==> src/rtl/mips_pkg.sv <==
// Shared MIPS register-file constants and the debug dump engine state encoding.
package mips_pkg;

    localparam int REG_ADDR_W = 5;
    localparam int REG_DATA_W = 32;

    typedef enum logic [1:0] {
        IDLE  = 2'd0,
        RUN   = 2'd1,
        DRAIN = 2'd2
    } dump_state_t;

endpackage

==> src/rtl/regfile_dump_if.sv <==
// Valid/ready beat stream carrying {addr, data} register dump beats toward the trace path.
interface regfile_dump_if
    import mips_pkg::*;
#(
    parameter int ADDR_W = REG_ADDR_W,
    parameter int DATA_W = REG_DATA_W
);

    logic              out_valid;
    logic              out_ready;
    logic [ADDR_W-1:0] out_addr;
    logic [DATA_W-1:0] out_data;

    modport master (
        output out_valid,
        output out_addr,
        output out_data,
        input  out_ready
    );

    modport slave (
        input  out_valid,
        input  out_addr,
        input  out_data,
        output out_ready
    );

endinterface

==> src/rtl/regfile_dump.sv <==
// Debug readout engine: walks a wrapping address range through a spare register-file
// read port and streams each register out as an {addr, data} beat.
module regfile_dump
    import mips_pkg::*;
#(
    parameter int ADDR_W    = REG_ADDR_W,
    parameter int DATA_W    = REG_DATA_W,
    parameter bit SKIP_ZERO = 1'b0
) (
    input  logic              clk,
    input  logic              rst_n,
    input  logic              start,
    input  logic [ADDR_W-1:0] start_addr,
    input  logic [ADDR_W:0]   count,
    output logic [ADDR_W-1:0] rd_addr,
    input  logic [DATA_W-1:0] rd_data,
    regfile_dump_if.master    stream,
    output logic              busy,
    output logic              done
);

    localparam logic [ADDR_W:0] FULL_COUNT = {1'b1, {ADDR_W{1'b0}}};
    localparam logic [ADDR_W:0] ONE_LEFT   = {{ADDR_W{1'b0}}, 1'b1};

    dump_state_t       state;
    dump_state_t       state_next;
    logic [ADDR_W-1:0] cur;
    logic [ADDR_W:0]   remain;
    logic              pending;
    logic              last;
    logic              accept;
    logic              load;
    logic              skip;
    logic              valid_next;
    logic              done_next;

    // NOTE: every output of this block gets a default before the case so no path leaves a latch.
    always_comb begin
        state_next = state;
        accept     = 1'b0;
        load       = 1'b0;
        skip       = 1'b0;
        done_next  = 1'b0;
        // A beat is pending when it is shown but not taken this cycle; the slot is loadable otherwise.
        pending    = stream.out_valid && !stream.out_ready;
        last       = (remain == ONE_LEFT);

        case (state)
            IDLE: begin
                // The done cycle still counts as busy, so a start there is ignored.
                if (start && !done) begin
                    accept     = 1'b1;
                    state_next = RUN;
                end
            end
            RUN: begin
                if (SKIP_ZERO && (cur == '0)) begin
                    skip = 1'b1;
                    if (last) begin
                        state_next = pending ? DRAIN : IDLE;
                        done_next  = !pending;
                    end
                end else if (!pending) begin
                    load = 1'b1;
                    if (last) begin
                        state_next = DRAIN;
                    end
                end
            end
            DRAIN: begin
                if (stream.out_ready) begin
                    state_next = IDLE;
                    done_next  = 1'b1;
                end
            end
            default: state_next = IDLE;
        endcase

        valid_next = load || pending;
    end

    // NOTE: all clocked state uses non-blocking assignments so every register sees pre-edge values.
    always_ff @(posedge clk or negedge rst_n) begin
        if (!rst_n) begin
            state <= IDLE;
        end else begin
            state <= state_next;
        end
    end

    always_ff @(posedge clk or negedge rst_n) begin
        if (!rst_n) begin
            cur              <= '0;
            remain           <= '0;
            stream.out_valid <= 1'b0;
            stream.out_addr  <= '0;
            stream.out_data  <= '0;
            done             <= 1'b0;
        end else begin
            done             <= done_next;
            stream.out_valid <= valid_next;

            if (accept) begin
                cur    <= start_addr;
                remain <= ((count == '0) || (count > FULL_COUNT)) ? FULL_COUNT : count;
            end else if (load || skip) begin
                cur    <= cur + 1'b1;
                remain <= remain - 1'b1;
            end

            // Data is taken live from the read port; writebacks during a dump are visible.
            if (load) begin
                stream.out_addr <= cur;
                stream.out_data <= rd_data;
            end
        end
    end

    assign rd_addr = cur;
    assign busy    = (state != IDLE) || done;

endmodule

==> src/flat_wrapper.sv <==
// flat-port wrapper written by rule: the top's interface ports become plain ports
module regfile_dump_flat import mips_pkg::*;
#(
    parameter int ADDR_W    = REG_ADDR_W,
    parameter int DATA_W    = REG_DATA_W,
    parameter bit SKIP_ZERO = 1'b0
)
  (clk, rst_n, start, start_addr, count, rd_addr, rd_data, busy, done, stream_out_valid, stream_out_addr, stream_out_data, stream_out_ready);
  regfile_dump_if #(.ADDR_W(ADDR_W), .DATA_W(DATA_W)) stream_i ();
  input  logic clk;
  input  logic rst_n;
  input  logic start;
  input  logic [ADDR_W-1:0] start_addr;
  input  logic [ADDR_W:0] count;
  output logic [ADDR_W-1:0] rd_addr;
  input  logic [DATA_W-1:0] rd_data;
  output logic busy;
  output logic done;
  output wire logic [$bits(stream_i.out_valid)-1:0] stream_out_valid;
  output wire logic [$bits(stream_i.out_addr)-1:0] stream_out_addr;
  output wire logic [$bits(stream_i.out_data)-1:0] stream_out_data;
  input wire logic [$bits(stream_i.out_ready)-1:0] stream_out_ready;
  assign stream_out_valid = stream_i.out_valid;
  assign stream_out_addr = stream_i.out_addr;
  assign stream_out_data = stream_i.out_data;
  assign stream_i.out_ready = stream_out_ready;
  regfile_dump #(.ADDR_W(ADDR_W), .DATA_W(DATA_W), .SKIP_ZERO(SKIP_ZERO)) u_core (.clk(clk), .rst_n(rst_n), .start(start), .start_addr(start_addr), .count(count), .rd_addr(rd_addr), .rd_data(rd_data), .stream(stream_i), .busy(busy), .done(done));
endmodule
==> config.mk <==
export PLATFORM = sky130hd
export DESIGN_NAME = regfile_dump_flat
export DESIGN_NICKNAME = d
export VERILOG_FILES = /design/src/rtl/mips_pkg.sv /design/src/rtl/regfile_dump_if.sv /design/src/rtl/regfile_dump.sv /design/src/flat_wrapper.sv
export SDC_FILE = /design/constraint.sdc
export NUM_CORES = 1
export LEC_CHECK = 0
export BUFFER_PORTS_ARGS = -buffer_cell sky130_fd_sc_hd__buf_2
export CAP_MARGIN = 0
export CORE_MARGIN = 2
export CORE_UTILIZATION = 30
export CTS_BUF_LIST = sky130_fd_sc_hd__clkbuf_4 sky130_fd_sc_hd__clkbuf_8 sky130_fd_sc_hd__clkbuf_16
export DETAILED_ROUTE_END_ITERATION = 7
export SLEW_MARGIN = 20
export SYNTH_ARGS = -nofsm -noshare
export SYNTH_HDL_FRONTEND = slang
export SYNTH_SLANG_ARGS = --single-unit
==> constraint.sdc <==
create_clock -name clk -period 2 [get_ports clk]
set_input_delay 0.3 -clock clk [delete_from_list [all_inputs] [get_ports clk]]
set_output_delay 0.3 -clock clk [all_outputs]
set_load 0.03 [all_outputs]
==> impl_metrics.prom <==
# TYPE chip_impl_metric gauge
chip_impl_info{name="run_status",value="complete, but fails checks"} 1
chip_impl_info{name="failed_checks",value="negative hold slack"} 1
chip_impl_metric{name="post_drt_wl_per_cell",unit="um"} 12.57
chip_impl_metric{name="hold_ws",unit="ps"} -4.232
chip_impl_metric{name="netlist_area",unit="sq um"} 2221
chip_impl_metric{name="final_max_slew_viol_count",unit=""} 0
chip_impl_metric{name="clock_tree.htree_level_count",unit=""} 2
chip_impl_metric{name="worstPathArrival",unit="ps"} 1790
chip_impl_metric{name="synth_async_sr_flop_share",unit="%"} 100.0
chip_impl_info{name="setup_repair_after_global_routing_missed_its_margin",value="false"} 1
chip_impl_metric{name="die-area",unit="sq um"} 8107
chip_impl_info{name="post_synth_most_frequent_cells",value="sky130_fd_sc_hd__dfrtp_1, sky130_fd_sc_hd__mux2_2, sky130_fd_sc_hd__o21ai_0, sky130_fd_sc_hd__nand2_1, sky130_fd_sc_hd__xor2_1"} 1
chip_impl_metric{name="core",unit="sq um"} 7214
chip_impl_metric{name="synth-edff-count",unit=""} 0
chip_impl_metric{name="tightestPinTransition",unit="ps"} 585.5
chip_impl_metric{name="start_util",unit="%"} 30.78
chip_impl_metric{name="tns",unit="ps"} 0
chip_impl_metric{name="dp_hpwl",unit="mm"} 3.353
chip_impl_metric{name="detail_route.vias_per_cell",unit=""} 4.431
chip_impl_metric{name="place.port_buffers",unit=""} 91
chip_impl_metric{name="syn_to_final_growth",unit="%"} 28.90
chip_impl_metric{name="number_of_antenna_violations_at_the_first_check_in_global_routing",unit=""} 0
chip_impl_metric{name="postCtsSetupRepairBufs",unit=""} 0
chip_impl_metric{name="drt_wl_total",unit="mm"} 4.526
chip_impl_metric{name="boundaryPins",unit=""} 92
chip_impl_metric{name="worstPathRequired",unit="ps"} 2180
chip_impl_metric{name="postCtsHoldBufs",unit=""} 0
chip_impl_metric{name="ys_types",unit=""} 29
chip_impl_info{name="cts_root_buf",value="sky130_fd_sc_hd__clkbuf_8"} 1
chip_impl_info{name="endpoint_kind",value="register"} 1
chip_impl_metric{name="synth-seq-cells",unit=""} 52
chip_impl_metric{name="report.power.total",unit="uW"} 4618
chip_impl_info{name="tritoncts",value="yes"} 1
chip_impl_metric{name="die_wd",unit="um"} 90.04
chip_impl_metric{name="route.vias.total",unit=""} 1595
chip_impl_metric{name="synth_sequential_area_ratio",unit="%"} 58.59
chip_impl_metric{name="layout_min_cycle_time",unit="ps"} 1604
chip_impl_metric{name="tritoncts_num_sinks",unit=""} 52
chip_impl_metric{name="timing.critical_path.fanout_max",unit=""} 23
chip_impl_metric{name="setup.reg_to_reg.worst_slack",unit="ps"} 400
chip_impl_metric{name="clock_skew",unit="ps"} 8.387
chip_impl_metric{name="post_synth_inst_count",unit=""} 167
chip_impl_metric{name="power_density_over_cell_area",unit="nW/um^2"} 1613
chip_impl_metric{name="final.period_utilization",unit="%"} 80.19
chip_impl_metric{name="drc_errors",unit=""} 0
chip_impl_metric{name="fin_nets",unit=""} 311
chip_impl_metric{name="clk_latency_worst_skew_pair",unit="ps"} 300
chip_impl_metric{name="first_iter_violations",unit=""} 43
chip_impl_metric{name="largest_net_degree_at_the_start_of_global_routing",unit=""} 29
chip_impl_metric{name="overflow_left_after_global_routing",unit=""} 0
chip_impl_metric{name="worst_setup_hold_path_clk_slew",unit="ps"} 80
chip_impl_metric{name="cts-buffers-inserted",unit=""} 5
chip_impl_metric{name="finalSetupViolCount",unit=""} 0
chip_impl_metric{name="synthesis.nets",unit=""} 217
chip_impl_metric{name="place_congestion",unit=""} 0.7633
chip_impl_info{name="timing.setup.critical_path_class",value="reg2reg"} 1
chip_impl_metric{name="share_of_post_route_cells_with_drive_strength_above_1",unit="%"} 54.02
chip_impl_metric{name="ctsLongestPathBuffers",unit=""} 2
chip_impl_metric{name="die_h",unit="um"} 90.04
chip_impl_metric{name="rows",unit=""} 31
chip_impl_metric{name="global_route_wire_length_before_repair",unit="mm"} 7.824
chip_impl_metric{name="place_area",unit="sq um"} 2781
chip_impl_metric{name="syn-mean-instance-area",unit="sq um"} 13.30
chip_impl_info{name="synth.top_cells.by_area",value="sky130_fd_sc_hd__dfrtp_1, sky130_fd_sc_hd__mux2_2, sky130_fd_sc_hd__xor2_1"} 1
chip_impl_metric{name="design_area",unit="sq um"} 2863
chip_impl_info{name="worst_setup_path_start_kind",value="register"} 1
chip_impl_metric{name="worst_reg_to_reg_path_cell_count",unit=""} 4
chip_impl_metric{name="relSlewSlack",unit="%"} 60.89
chip_impl_metric{name="drtPass1Iterations",unit=""} 4
chip_impl_metric{name="synthDominantCellAreaShare",unit="%"} 58.59
chip_impl_metric{name="timing.final.hold_violations",unit=""} 5
chip_impl_metric{name="synthesis.yosys.warnings",unit=""} 0
chip_impl_metric{name="clock.fmax",unit="GHz"} 0.6235
chip_impl_metric{name="first_global_vias",unit=""} 1671
chip_impl_metric{name="postRouteAntennaNets",unit=""} 0
chip_impl_metric{name="max_cap_violation_count",unit=""} 0
chip_impl_info{name="post-synth-top-count-cell",value="sky130_fd_sc_hd__dfrtp_1"} 1
chip_impl_info{name="yosys_most_used_dff",value="sky130_fd_sc_hd__dfrtp_1"} 1
chip_impl_info{name="synth_top_cell_by_area",value="sky130_fd_sc_hd__dfrtp_1"} 1
chip_impl_info{name="min-delay-path-class",value="in2async"} 1
chip_impl_metric{name="n_antenna_cell",unit=""} 0
chip_impl_metric{name="groute.usage.overall",unit="%"} 11.75
chip_impl_metric{name="ir_drop",unit="V"} 0.0008345
chip_impl_metric{name="leakagePower",unit="uW"} 0.001346
chip_impl_metric{name="ctsResizeCount",unit=""} 0
layout by cell type, fill, tap and decap left out, drive strengths merged, types with 2 or more instances in the layout:
| master | count |
|---|---|
| o21ai | 12 |
| nand2 | 8 |
| xnor2 | 2 |
| mux2 | 37 |
| ha | 3 |
| nand4 | 5 |
| nand3 | 4 |
| and2 | 2 |
| dfrtp | 52 |
| xor2 | 6 |
| nand2b | 3 |
| buf | 95 |
| inv | 4 |
| clkbuf | 6 |
| nand3b | 4 |
| a21oi | 3 |
| nor2 | 5 |
registers in the layout, summed over array words and instances, names as in the netlist:
register and count:
u_core.done 1, u_core.rd_addr 5, u_core.remain 6, u_core.state 2
u_core.stream.out_addr 5, u_core.stream.out_data 32, u_core.stream.out_valid 1
worst max-delay path, stage by stage, from the launching register on:
cell and delay, ps:
sky130_fd_sc_hd__dfrtp_1 430, sky130_fd_sc_hd__nand2b_1 230, sky130_fd_sc_hd__a21oi_4 140, sky130_fd_sc_hd__buf_4 310
sky130_fd_sc_hd__mux2_2 370
cell families after synthesis:
group | count (synthesis) | synth area share [%]
flops | 52 | 58.59
mux | 37 | 18.76
simple gates | 36 | 9.071
compound gates | 19 | 5.297
buf+inv | 12 | 3.436
xor+xnor | 8 | 3.155
fa+ha+maj | 3 | 1.690
layout make-up:
class / instances / area (sq um)
tap: 99 / 123.9
sequential: 52 / 1301
clock inverter: 1 / 5.005
multi-input combinational: 103 / 843.3
clock buffer: 6 / 76.32
inverter: 4 / 15.01
fill: 729 / 4352
timing repair buffer: 95 / 498.0
layer usage:
| metal | vias up | global-route usage, % | wire [um] |
|---|---|---|---|
| li1 | 774 | - | - |
| met1 | 739 | 15.59 | 2143 |
| met2 | 75 | 18.30 | 1961 |
| met3 | 7 | 3.940 | 371 |
| met4 | 0 | 3.462 | 49 |
| met5 | - | 0 | 0 |
metrics by stage:
stage	worst slack, ps	utilization (%)	std cells
after floorplan	543.4	-	167
after global placement	449.8	38.55	353
after detailed placement	403.5	38.55	353
after CTS	386.5	39.68	360
after global routing	281.2	39.68	360
final	396.3	39.68	360
final timing paths:
check,startpoint,end
worst max-delay path,u_core.state[1],u_core.stream.out_data[24]
min in group clk,start_addr[4],u_core.rd_addr[4]
worst max register to register,u_core.state[1],u_core.stream.out_data[24]
worst min-delay path,rst_n,u_core.stream.out_data[29]
max in group asynchronous,rst_n,u_core.rd_addr[3]
worst min register to register,u_core.stream.out_data[27],u_core.stream.out_data[27]
where the power goes:
group          switching [uW]  internal [uW]
Sequential                284           1510
Clock                     316            252
Combinational            1410            849
Power figures use the tool's default switching activity.
